File: src/rtl/serial_adder_nbits.sv
// Digit-serial adder/subtractor, LSB first.
// Word-parallel operands are latched on acceptance, then DIGIT bits per cycle
// ripple through a small adder with the carry held in a flop between digits.
// The finished word plus carry-out and signed overflow are presented in DONE
// until the consumer takes them.
module serial_adder_nbits #(
    parameter int WIDTH = 32,
    parameter int DIGIT = 1
) (
    input  logic             clk,
    input  logic             n_reset,
    input  logic             in_valid,
    output logic             in_ready,
    input  logic [WIDTH-1:0] a,
    input  logic [WIDTH-1:0] b,
    input  logic             ci,
    input  logic             sub,
    output logic             out_valid,
    input  logic             out_ready,
    output logic [WIDTH-1:0] f,
    output logic             co,
    output logic             ovf,
    output logic             busy
);

    localparam int NCYC  = WIDTH / DIGIT;
    localparam int CNT_W = (NCYC > 1) ? $clog2(NCYC) : 1;

    // Reject geometries that cannot be split into whole digits.
    generate
        if (WIDTH < 2 || DIGIT < 1 || (WIDTH % DIGIT) != 0) begin : g_bad_params
            $error("serial_adder_nbits: WIDTH must be >= 2 and a multiple of DIGIT");
        end
    endgenerate

    typedef enum logic [1:0] {
        IDLE = 2'd0,
        RUN  = 2'd1,
        DONE = 2'd2
    } state_t;

    state_t           state_reg;
    logic [WIDTH-1:0] a_reg;
    logic [WIDTH-1:0] b_reg;      // already inverted for subtraction
    logic [WIDTH-1:0] res_reg;    // partial result, fills from the top
    logic [WIDTH-1:0] f_reg;
    logic             carry_reg;
    logic             co_reg;
    logic             ovf_reg;
    logic [CNT_W-1:0] cnt_reg;

    logic [DIGIT:0]   c_chain;    // carries inside the current digit
    logic [DIGIT-1:0] sum_digit;
    logic [WIDTH-1:0] res_next;
    logic             last_digit;

    // Ripple adder across one digit; c_chain[DIGIT-1] is the carry into the
    // top bit of the digit, which on the last digit is the carry into the MSB.
    assign c_chain[0] = carry_reg;
    generate
        for (genvar gi = 0; gi < DIGIT; gi++) begin : g_ripple
            assign sum_digit[gi]  = a_reg[gi] ^ b_reg[gi] ^ c_chain[gi];
            assign c_chain[gi+1]  = (a_reg[gi] & b_reg[gi])
                                  | (c_chain[gi] & (a_reg[gi] ^ b_reg[gi]));
        end
    endgenerate

    // New digit enters at the top so that after NCYC shifts the LSB digit
    // has arrived at bit 0.
    assign res_next   = (res_reg >> DIGIT) | (WIDTH'(sum_digit) << (WIDTH - DIGIT));
    assign last_digit = (cnt_reg == CNT_W'(NCYC - 1));

    assign in_ready  = (state_reg == IDLE);
    assign out_valid = (state_reg == DONE);
    assign busy      = (state_reg != IDLE);
    assign f         = f_reg;
    assign co        = co_reg;
    assign ovf       = ovf_reg;

    // Control FSM together with the operand, carry and result datapath.
    always_ff @(posedge clk or negedge n_reset) begin
        if (!n_reset) begin
            state_reg <= IDLE;
            a_reg     <= '0;
            b_reg     <= '0;
            res_reg   <= '0;
            f_reg     <= '0;
            carry_reg <= 1'b0;
            co_reg    <= 1'b0;
            ovf_reg   <= 1'b0;
            cnt_reg   <= '0;
        end else begin
            case (state_reg)
                IDLE: begin
                    if (in_valid) begin
                        a_reg     <= a;
                        b_reg     <= b ^ {WIDTH{sub}};
                        // Subtraction is a + ~b + 1 - borrow_in.
                        carry_reg <= ci ^ sub;
                        cnt_reg   <= '0;
                        state_reg <= RUN;
                    end
                end
                RUN: begin
                    a_reg     <= a_reg >> DIGIT;
                    b_reg     <= b_reg >> DIGIT;
                    res_reg   <= res_next;
                    carry_reg <= c_chain[DIGIT];
                    cnt_reg   <= cnt_reg + CNT_W'(1);
                    if (last_digit) begin
                        f_reg     <= res_next;
                        co_reg    <= c_chain[DIGIT];
                        ovf_reg   <= c_chain[DIGIT] ^ c_chain[DIGIT-1];
                        state_reg <= DONE;
                    end
                end
                DONE: begin
                    if (out_ready) begin
                        state_reg <= IDLE;
                    end
                end
                default: begin
                    state_reg <= IDLE;
                end
            endcase
        end
    end

endmodule

File: config.mk
export PLATFORM = sky130hd
export DESIGN_NAME = serial_adder_nbits
export DESIGN_NICKNAME = d
export VERILOG_FILES = /design/src/rtl/serial_adder_nbits.sv
export SDC_FILE = /design/constraint.sdc
export NUM_CORES = 1
export LEC_CHECK = 0
export BUFFER_PORTS_ARGS = -buffer_cell sky130_fd_sc_hd__buf_2
export CORE_ASPECT_RATIO = 1.4
export CORE_UTILIZATION = 55
export DETAILED_ROUTE_END_ITERATION = 7
export MAX_ROUTING_LAYER = met4
export PLACE_DENSITY = 0.81
export SYNTH_ARGS = -nofsm -noshare
export SYNTH_HDL_FRONTEND = slang
export SYNTH_SLANG_ARGS = --single-unit
File: constraint.sdc
create_clock -name clk -period 2.8 [get_ports clk]
set_clock_uncertainty 0.2 [all_clocks]
set_input_delay 0 -clock clk [delete_from_list [all_inputs] [get_ports clk]]
set_output_delay 0 -clock clk [all_outputs]
set_load 0.03 [all_outputs]
== Word-level counts from Yosys, hierarchy flattened ==
Cells that the tools add are included.

* Register bits after elaboration: 138
* Output and inout port bits: 37
* Logic and storage cells: 43

* Add/sub/neg operators: 1
* Equal/unequal tests: 6
* Mux-type cells: 12
* Bitwise operators: 9
* Reduce and logical (&&, ||, !) cells: 6

{| class="wikitable"
|+ Operators by type and width
! cell !! count
|-
| $pmux W32 S2 || 2
|-
| $mux W32 || 2
|-
| $or A31 B32 Y32 || 1
|-
| $xor A32 B32 Y32 || 1
|-
| $pmux W5 S2 || 1
|-
| $mux W2 || 3
|-
| $pmux W2 S3 || 1
|-
| $add A5 B1 Y5 const B || 1
|-
| $eq A5 B5 Y1 const B || 1
|-
| $mux W5 || 1
|-
| $ne A2 B2 Y1 const B || 2
|-
| $reduce_and A2 Y1 || 2
|-
| $reduce_bool A2 Y1 || 2
|-
| $xor A1 B1 Y1 || 4
|-
| $reduce_and A3 Y1 || 1
|-
| $and A1 B1 Y1 || 2
|-
| $eq A2 B1 Y1 const B || 1
|-
| $eq A2 B2 Y1 const B || 1
|-
| $logic_not A2 Y1 || 1
|-
| $ne A2 B1 Y1 const B || 1
|-
| $pmux W1 S2 || 1
|-
| $mux W1 || 1
|-
| $or A1 B1 Y1 || 1
|}

== Logic depth before layout (Yosys ltp) ==
Gate-level depths: netlist (run 1).

* Depth in word-level cells: 4
* Mapped depth: 8
* Gate-level depth less buffers: 6

== Worst setup path before layout (run 1) ==
OpenSTA, ideal clock, no wires.

* Kind: register to register
* Start point: reg cnt_reg[0]
* End point: reg f_reg[10] (netlist: f[10])
* Library setup time: 125 ps
* Arrival: 1752 ps
* Data required time: 2475 ps
* Setup slack: 723 ps
* Stages on the path, launching flop included: 8
* Path buffers: 2
* Clock period less this slack: 2077 ps
* Cell sequence: dfrtp_1 -> ha_1 -> and3_1 -> ha_1 -> nand3b_1 -> buf_2 -> buf_2 -> mux2_2

* Cells in the longest elaborated chain, start to end: 2

{| class="wikitable"
|+ RTL lines
! item !! line !! source
|-
| from (decl) || 50 || <nowiki>logic [CNT_W-1:0] cnt_reg;</nowiki>
|-
| from (signal assigned) || 109 || <nowiki>cnt_reg <= cnt_reg + CNT_W'(1);</nowiki>
|-
| $eq A5 B5 Y1 || 71 || <nowiki>assign last_digit = (cnt_reg == CNT_W'(NCYC - 1));</nowiki>
|-
| $reduce_and A2 Y1 (no source line) || n/a ||
|-
| to (signal assigned) || 111 || <nowiki>f_reg <= res_next;</nowiki>
|-
| to (decl) || 46 || <nowiki>logic [WIDTH-1:0] f_reg;</nowiki>
|}

Every way passes these cells.
A chain may end at the register's enable or synchronous reset.

== Worst setup path after layout (run 1) ==
* Start point: reg cnt_reg[0]
* End point: reg f_reg[27] (netlist: f[27])

The elaborated chain is that of the path after synthesis.

==> impl_metrics.ini, run 1 <==
[status]
status = completed

[sta]
finalSetupTns_ns = 0
setup_viol = 0
hold-worst-slack_ns = 0.163
max_slew.worst_pin.slew_ns = 1.07
slew-limit-headroom_pct = 28.9
rsz0062_at_grt = no
final-hold-violation-count = 0
final_critical_delay_including_setup_and_external_delays_ns = 2.23
worst_slack_ns = 0.570
max_slew_violations = 0
maxClockFrequency_mhz = 448
final_min_period_over_clock_period_pct = 79.6

[clock_tree]
cts_buffers = 17
clk_latency_ns = 0.41
clock_sinks = 137
cts_tree = built
postCtsResizedCells = 0
worst_setup_hold_path_clk_slew_ns = 0.05
cts-root-buf = sky130_fd_sc_hd__clkbuf_16
htreeDepth = 4
max-clock-path-buffers = 2

[worst_hold_path]
hold_path_class = in2reg
worst_hold_start = out_ready

[drt]
routed-via-count = 5300
drt-vias-per-instance = 5.78
initialDrtViolationCount = 381
antenna_left = 0
post_drt_wl_per_cell_um = 17.2
remaining_drc_errors = 0
detail_route.first_pass.iterations = 5
totalWireLength_um = 15800

[place]
placed_cell_count = 816
setup_ws_pre_cts_ns = 0.583
gpl.final_weighted_congestion = 0.785
numPortBuffers = 106
hpwl_um = 8870

[global_route]
grt_pass1_vias = 5440
grt_first_pass_wirelength_um = 26300
grt-ovfl-total = 0
grt_start_max_net_pins = 95
grt_antenna_before_repair = 0
grtUsageTotal_pct = 28.8

[critical_path]
timing.setup.critical_path_class = reg2reg
cpMostUsedCell = sky130_fd_sc_hd__ha_1
crit_family = adder cells
critical_path_required_ns = 2.89
r2r.worst_path.cells = 6
max_stage_delay_ns = 0.41
critical_path.reg2reg.startpoint = cnt_reg[0]
cp_slowest_cell = sky130_fd_sc_hd__dfrtp_1
worst_setup_path_start_kind = register
worst-endpoint-arrival_ns = 2.32
timing.critical_path.buf_inv = 1
crit_path_end = f[27]
r2r-end = f[27]
setup.worst_path.end_class = register
crit_path_cell_trace = ha_1, and3_1, ha_1, nand3b_1, buf_4, mux2_2
path_depth = 6
startpoint = cnt_reg[0]
crit_fanout = 36
rrSetupSlack_ns = 0.57

[logic_synthesis]
synth_enable_flop_cells = 0
ys_async_sr_fraction_pct = 100
synth_cell_type_count = 31
netlist.top_cell.by_area = sky130_fd_sc_hd__dfrtp_1
post_synth_inst_count = 605
synthDominantCellAreaShare_pct = 53.8
synth.top_cells.by_area = sky130_fd_sc_hd__dfrtp_1 (54%), sky130_fd_sc_hd__nand2_1 (6.1%), sky130_fd_sc_hd__mux2_2 (6.0%)
mappedNetlistNets = 678
synth.cell_area_um2 = 6370
yosys_register_bits = 137
ys_seq_area_share_pct = 53.8
yosys_warnings = 0
syn_area_per_cell_um2 = 10.5
synth-main-ff-cell = sky130_fd_sc_hd__dfrtp_1

[floorplanning]
die_w_um = 92.9
rows = 46
die_h_um = 129
fp.dieArea_um2 = 12000
initial_utilization_pct = 56.5
core-area_um2 = 11300
pin_count = 107

[power]
power_leakage_nw = 3.93
power-per-cell-area_nw_per_um2 = 994
peakVddDrop_mv = 0.609

[finish]
antenna_cells = 0
final_cells = 917
nFillCells = 756
layout_commonest_cell = sky130_fd_sc_hd__dfrtp_1
area_growth_pct = 29.8
design.final.nets = 833
final_layout_size_suffix_gt1_share_pct = 24.3
most-common-layout-cells = sky130_fd_sc_hd__dfrtp_1 (135), sky130_fd_sc_hd__buf_2 (105), sky130_fd_sc_hd__nand2_1 (104), sky130_fd_sc_hd__dlygate4sd3_1 (68), sky130_fd_sc_hd__o21ai_0 (36)

[flow_run]
max_cap_viol_count = 0
==> logic make-up after synthesis <==
family | share of synthesized area [%]
xor+xnor | 4.68
fa+ha+maj | 0.707
compound gates | 18.7
buf+inv | 5.58
mux | 6.01
flops | 53.8
simple gates | 10.5
==> metal layers <==
| layer | part of all wire (%) | track usage (%) |
|---|---|---|
| met1 | 39 | 33.4 |
| met2 | 52 | 48.4 |
| met3 | 4.9 | 4.81 |
| met4 | 3.4 | 14.2 |
| met5 | 0 | - |
==> report_power, final <==
group,switching [W],internal (W)
registers,0.000592,0.00277
logic,0.00152,0.00108
clock network,0.000827,0.00142
==> final cells by class <==
class	count	area, um^2	share of cell area, %
well taps	144	180	2.18
inverters	28	105	1.27
repair buffers	188	1360	16.4
clock inverters	11	148	1.79
clock buffers	21	450	5.45
multi-input cells	388	2590	31.4
flip-flops and latches	137	3430	41.5
==> cells in the mapped netlist, types with 4 or more instances <==
| library cell | n |
|---|---|
| sky130_fd_sc_hd__o21ai_0 | 36 |
| sky130_fd_sc_hd__nand2_1 | 104 |
| sky130_fd_sc_hd__buf_2 | 23 |
| sky130_fd_sc_hd__dfrtp_1 | 137 |
| sky130_fd_sc_hd__xnor2_1 | 33 |
| sky130_fd_sc_hd__a221o_1 | 26 |
| sky130_fd_sc_hd__a22oi_1 | 35 |
| sky130_fd_sc_hd__o32ai_1 | 26 |
| sky130_fd_sc_hd__a21oi_1 | 34 |
| sky130_fd_sc_hd__nor2b_1 | 35 |
| sky130_fd_sc_hd__clkbuf_1 | 24 |
| sky130_fd_sc_hd__o211ai_1 | 4 |
| sky130_fd_sc_hd__inv_1 | 28 |
| sky130_fd_sc_hd__mux2_2 | 34 |
==> worst min-delay path by stage <==
stage | to | depth (start not counted) | slack (ns)
floorplan | a_reg[0] | 0 | -0.50
global placement | b_reg[21] | 1 | -0.23
detailed placement | b_reg[20] | 1 | -0.22
CTS | state_reg[1] | 3 | 0.18
global route | state_reg[1] | 3 | 0.20
finish | state_reg[1] | 3 | 0.16
==> worst register-to-register path: cells and delay by family, from the launching register on <==
kind                       cells  cell delay, ns
buffers and inverters          1            0.39
muxes                          1            0.42
DFF                            1            0.41
and+or+nand+nor                2            0.27
adders and majority gates      2            0.43
==> through the flow <==
stage | utilization [%] | total power (W) | cell area [um^2]
2_1_floorplan | - | 0.00509 | 6370
3_3_place_gp | 61.7 | 0.00567 | 6960
3_5_place_dp | 61.7 | 0.00586 | 6960
4_1_cts | 73.3 | 0.00821 | 8260
5_1_grt | 73.3 | 0.00868 | 8260
6_report | 73.3 | 0.00821 | 8260
==> what timing repair did <==
item | CTS | global route
endpoints found under the hold margin | 203 | 0
endpoints found under the setup margin | 0 | 0
hold buffers | 69 | 0
buffers inserted | 0 | 0
Note: power is estimated with default switching activity, not from simulation.
==> run 2: changes to the inputs <==
CORE_UTILIZATION = 51   (was 55)
PLACE_DENSITY = 0.79   (was 0.81)
clock period = 1.9 ns   (was 2.8 ns; I/O delays follow)
==> impl_metrics.ini, run 2 (synthesis results as in run 1) <==
[status]
status = complete, but fails checks
violations = negative setup slack

[drt]
met3_length_um = 781
detail_route.first_pass.iterations = 5
top_layer_used = met4
remaining_drc_errors = 0
initialDrtViolationCount = 332
post_drt_wl_per_cell_um = 18.2
drt-vias-per-instance = 5.83
routed-via-count = 5495
antenna_left = 0
detailroute.wirelength.met2_um = 9370
wl_met1_um = 6580
totalWireLength_um = 17100

[worst_hold_path]
hold_path_class = in2reg
worst_hold_start = sub

[critical_path]
crit_fanout = 18
worst-endpoint-arrival_ns = 2.13
critical_path.reg2reg.startpoint = cnt_reg[0]
crit_path_cell_trace = ha_2, and3_4, ha_4, nand3b_1, buf_4, buf_16, mux2_2
critical_path_required_ns = 1.99
startpoint = cnt_reg[0]
cp_slowest_cell = sky130_fd_sc_hd__dfrtp_1
timing.setup.critical_path_class = reg2reg
setup.worst_path.end_class = register
worst_setup_path_start_kind = register
max_stage_delay_ns = 0.40

[power]
peakVddDrop_mv = 0.688
power_leakage_nw = 4.19
power-per-cell-area_nw_per_um2 = 1490
overall_power_after_layout_w = 0.0130

[sta]
finalSetupTns_ns = -3.49
final_critical_delay_including_setup_and_external_delays_ns = 2.04
max_slew.worst_pin.slew_ns = 0.628
max_slew_violations = 0
setup_viol = 33
rsz0062_at_grt = yes
slew-limit-headroom_pct = 58.1
maxClockFrequency_mhz = 490
final-hold-violation-count = 0
worst_slack_ns = -0.139
final_min_period_over_clock_period_pct = 107

[place]
gpl.final_weighted_congestion = 0.772
setup_ws_pre_cts_ns = -0.0978
numPortBuffers = 106
dpl-instance-area_um2 = 7100
hpwl_um = 9290

[finish]
layout_commonest_cell = sky130_fd_sc_hd__dfrtp_1
antenna_cells = 0
design.final.nets = 855
finish.utilization_pct = 72.6
nFillCells = 797
final_area_um2 = 8710
final_layout_size_suffix_gt1_share_pct = 26.5
area_growth_pct = 36.8
most-common-layout-cells = sky130_fd_sc_hd__dfrtp_1 (135), sky130_fd_sc_hd__buf_2 (105), sky130_fd_sc_hd__nand2_1 (104), sky130_fd_sc_hd__dlygate4sd3_1 (70), sky130_fd_sc_hd__o21ai_0 (36)

[clock_tree]
cts_buffers = 17
max-clock-path-buffers = 2
worst_setup_hold_path_clk_slew_ns = 0.06
cts-root-buf = sky130_fd_sc_hd__clkbuf_16
clock_sinks = 137
clk_latency_ns = 0.41
cts_tree = built
htreeDepth = 4

[floorplanning]
initial_utilization_pct = 53.1
fp.dieArea_um2 = 12900
pin_count = 107
die_h_um = 134
die_w_um = 96.4
core-area_um2 = 12000
rows = 47

[global_route]
grt_first_pass_wirelength_um = 27000
grt_start_max_net_pins = 53
grtUsageTotal_pct = 27.8
grt_pass1_vias = 5474
grt_antenna_before_repair = 0
grt-ovfl-total = 0

[flow_run]
max_cap_viol_count = 0
## run 2: cell count changes in the layout (fill, tap and decap cells not counted), moves of 2 or more
cell / delta
sky130_fd_sc_hd__mux2_2: -18
sky130_fd_sc_hd__ha_1: -2
sky130_fd_sc_hd__dlygate4sd3_1: +2
sky130_fd_sc_hd__clkinvlp_4: -2
sky130_fd_sc_hd__buf_16: +2
sky130_fd_sc_hd__buf_4: +11
sky130_fd_sc_hd__buf_12: +4
sky130_fd_sc_hd__mux2_4: +18
sky130_fd_sc_hd__bufinv_16: +3
## run 2: area by class of cell
type                       instances  area, um^2  share of cell area [%]
clock buffer                      21         450                    5.17
clock inverter                    11         218                    2.50
multi-input combinational        388        2680                    30.8
timing repair buffer             210        1640                    18.9
sequential                       137        3430                    39.4
inverter                          28         105                    1.21
tap                              147         184                    2.11
## run 2: report_power, final
group | total [W] | switching [W] | leakage (nW) | internal [W]
Clock | 0.00375 | 0.00125 | 0.318 | 0.00250
Combinational | 0.00420 | 0.00233 | 2.07 | 0.00186
Sequential | 0.00501 | 0.000932 | 1.80 | 0.00408
Total | 0.0130 | 0.00451 | 4.19 | 0.00845
## run 2: per-layer routing
| metal | GRT usage, % | up-vias |
|---|---|---|
| met1 | 32.3 | 2730 |
| met5 | - | - |
| met4 | 8.82 | 0 |
| met3 | 5.67 | 49 |
| met2 | 47.6 | 225 |
| li1 | - | 2491 |
## run 2: what timing repair did
action	in CTS	in global routing
setup buffers	4	2
endpoints found under the hold margin	203	0
gates resized for setup	17	9
endpoints found under the setup margin	34	35
pin swaps	0	1
cloned	3	1
hold buffers	70	0
## run 2: worst max-delay path, delay by kind of cell (launching register included)
family	cells	cell delay, ns
adders and majority gates	2	0.35
DFF	1	0.40
muxes	1	0.35
buffers and inverters	2	0.32
and+or+nand+nor	2	0.29
## run 2: final timing paths
check                           slack (ns)  cells past startpoint     endpoint
worst max-delay path                 -0.14                      7        f[16]
max in group asynchronous             0.36                      4        f[22]
min in group asynchronous             0.45                      3     b_reg[8]
worst max register to register       -0.14                      7        f[16]
worst min register to register        0.30                      2  res_reg[29]
worst min-delay path                  0.06                      4    b_reg[23]
## run 2: per-stage QoR
| step | hold slack (ns) | cells |
|---|---|---|
| floorplan | -0.496 | 605 |
| global placement | -0.227 | 830 |
| detailed placement | -0.218 | 830 |
| CTS | 0.0400 | 939 |
| global route | 0.108 | 942 |
| finish | 0.0645 | 942 |
==> run 3: changes to the inputs <==
CORE_UTILIZATION = 35   (was 51)
PLACE_DENSITY = 0.59   (was 0.79)
==> impl_metrics.ini, run 3 (synthesis results as in run 1) <==
[status]
status = complete, but fails checks
violations = negative setup slack

[flow_run]
max_cap_viol_count = 0

[global_route]
grt_first_pass_wirelength_um = 25300
grt_start_max_net_pins = 63
grt-ovfl-total = 0
grt_pass1_vias = 5114
grtUsageTotal_pct = 17.8
grt_antenna_before_repair = 0

[drt]
post_drt_wl_per_cell_um = 15.5
detail_route.first_pass.iterations = 4
totalWireLength_um = 16000
initialDrtViolationCount = 270
drt-vias-per-instance = 5.01
remaining_drc_errors = 0
routed-via-count = 5195
antenna_left = 0

[floorplanning]
fp.dieArea_um2 = 18700
pin_count = 107
die_h_um = 162
die_w_um = 116
initial_utilization_pct = 35.5
rows = 58
core-area_um2 = 17900

[sta]
final_min_period_over_clock_period_pct = 106
max_slew_violations = 0
hold-worst-slack_ns = 0.0160
max_slew.worst_pin.slew_ns = 0.604
final_critical_delay_including_setup_and_external_delays_ns = 2.02
worst_slack_ns = -0.119
rsz0062_at_grt = yes
maxClockFrequency_mhz = 495
slew-limit-headroom_pct = 59.7
final-hold-violation-count = 0
setup_viol = 24

[place]
numPortBuffers = 106
hpwl_um = 9450
gpl.final_weighted_congestion = 0.763
setup_ws_pre_cts_ns = -0.0752

[clock_tree]
clk_latency_ns = 0.41
cts_buffers = 17
cts_tree = built
htreeDepth = 4
max-clock-path-buffers = 2
clock_sinks = 137
cts-root-buf = sky130_fd_sc_hd__clkbuf_16
worst_setup_hold_path_clk_slew_ns = 0.06

[power]
share_seq_of_total_power_pct = 39.8
power_leakage_nw = 4.14
power.switching_fraction_pct = 34.9
peakVddDrop_mv = 0.542
overall_power_after_layout_w = 0.0123
share_clk_of_total_power_pct = 26.9
power.internal_w = 0.00804
power-per-cell-area_nw_per_um2 = 1410
comb_power_share_pct = 33.3
power_switching_w = 0.00430

[critical_path]
timing.setup.critical_path_class = reg2reg
max_stage_delay_ns = 0.39
crit_fanout = 9
timing.critical_path.buf_inv = 2
critical_path_required_ns = 1.99
crit_path_cell_trace = ha_2, and3_4, ha_4, nand3b_1, buf_6, buf_12, mux2_2
setup.worst_path.end_class = register
cp_slowest_cell = sky130_fd_sc_hd__dfrtp_1
worst-endpoint-arrival_ns = 2.11
worst_setup_path_start_kind = register
crit_family = flip-flops

[worst_hold_path]
hold_path_class = in2reg

[finish]
final_layout_size_suffix_gt1_share_pct = 26.5
antenna_cells = 0
design.final.nets = 856
area_growth_pct = 37.6
layout_commonest_cell = sky130_fd_sc_hd__dfrtp_1
most-common-layout-cells = sky130_fd_sc_hd__dfrtp_1 (135), sky130_fd_sc_hd__nand2_1 (104), sky130_fd_sc_hd__buf_2 (104), sky130_fd_sc_hd__dlygate4sd3_1 (72), sky130_fd_sc_hd__o21ai_0 (36)
finish.utilization_pct = 48.9
[run 3: worst min-delay path: stages]
cell	delay, ns
sky130_fd_sc_hd__buf_2	0.11
sky130_fd_sc_hd__buf_12	0.19
sky130_fd_sc_hd__xnor2_1	0.16
sky130_fd_sc_hd__o221ai_1	0.13
[run 3: area by class of cell]
type	instances	area [um^2]
Fill cell	1673	9160
Clock buffer	20	447
Timing Repair Buffer	211	1670
Inverter	28	105
Tap cell	240	300
Clock inverter	12	150
Multi-Input combinational cell	388	2660
Sequential cell	137	3430
[run 3: final timing paths]
kind | endpoint | slack [ns] | depth (start not counted) | start
max | f[19] | -0.12 | 7 | cnt_reg[0]
min | b_reg[1] | 0.02 | 4 | sub
max reg2reg | f[19] | -0.12 | 7 | cnt_reg[0]
min reg2reg | res_reg[1] | 0.28 | 2 | res_reg[1]
max in group asynchronous | a_reg[22] | 0.44 | 4 | n_reset
min in group asynchronous | a_reg[11] | 0.42 | 3 | n_reset
[run 3: metrics by stage]
stage               std cells  TNS (ns)  instance area [um^2]
floorplan                 605         0                  6400
global placement          921     -1.42                  7240
detailed placement        921     -2.17                  7240
CTS                      1025     -2.43                  8560
global route             1036     -3.90                  8760
finish                   1036     -2.64                  8760
[run 3: power by group through the flow]
stage               Combinational, W  Clock [W]  Sequential (W)
floorplan                    0.00227          0         0.00524
global placement             0.00370          0         0.00490
detailed placement           0.00382          0         0.00495
CTS                          0.00395    0.00339         0.00491
global route                 0.00453    0.00354         0.00509
finish                       0.00410    0.00332         0.00492
[run 3: what timing repair did]
item / CTS / global route
hold endpoints to repair: 203 / 0
setup buffers: 0 / 6
hold buffers: 72 / 0
setup endpoints to repair: 34 / 34
resized for setup: 1 / 18
pin swaps: 0 / 2
gates cloned: 0 / 5
[run 3: metal layers]
layer	wire [um]	GRT usage (%)	part of all wire, %
met1	7010	21.4	44
met2	8280	29.2	52
met3	428	3.64	2.7
met4	308	6.88	1.9
met5	0	-	0
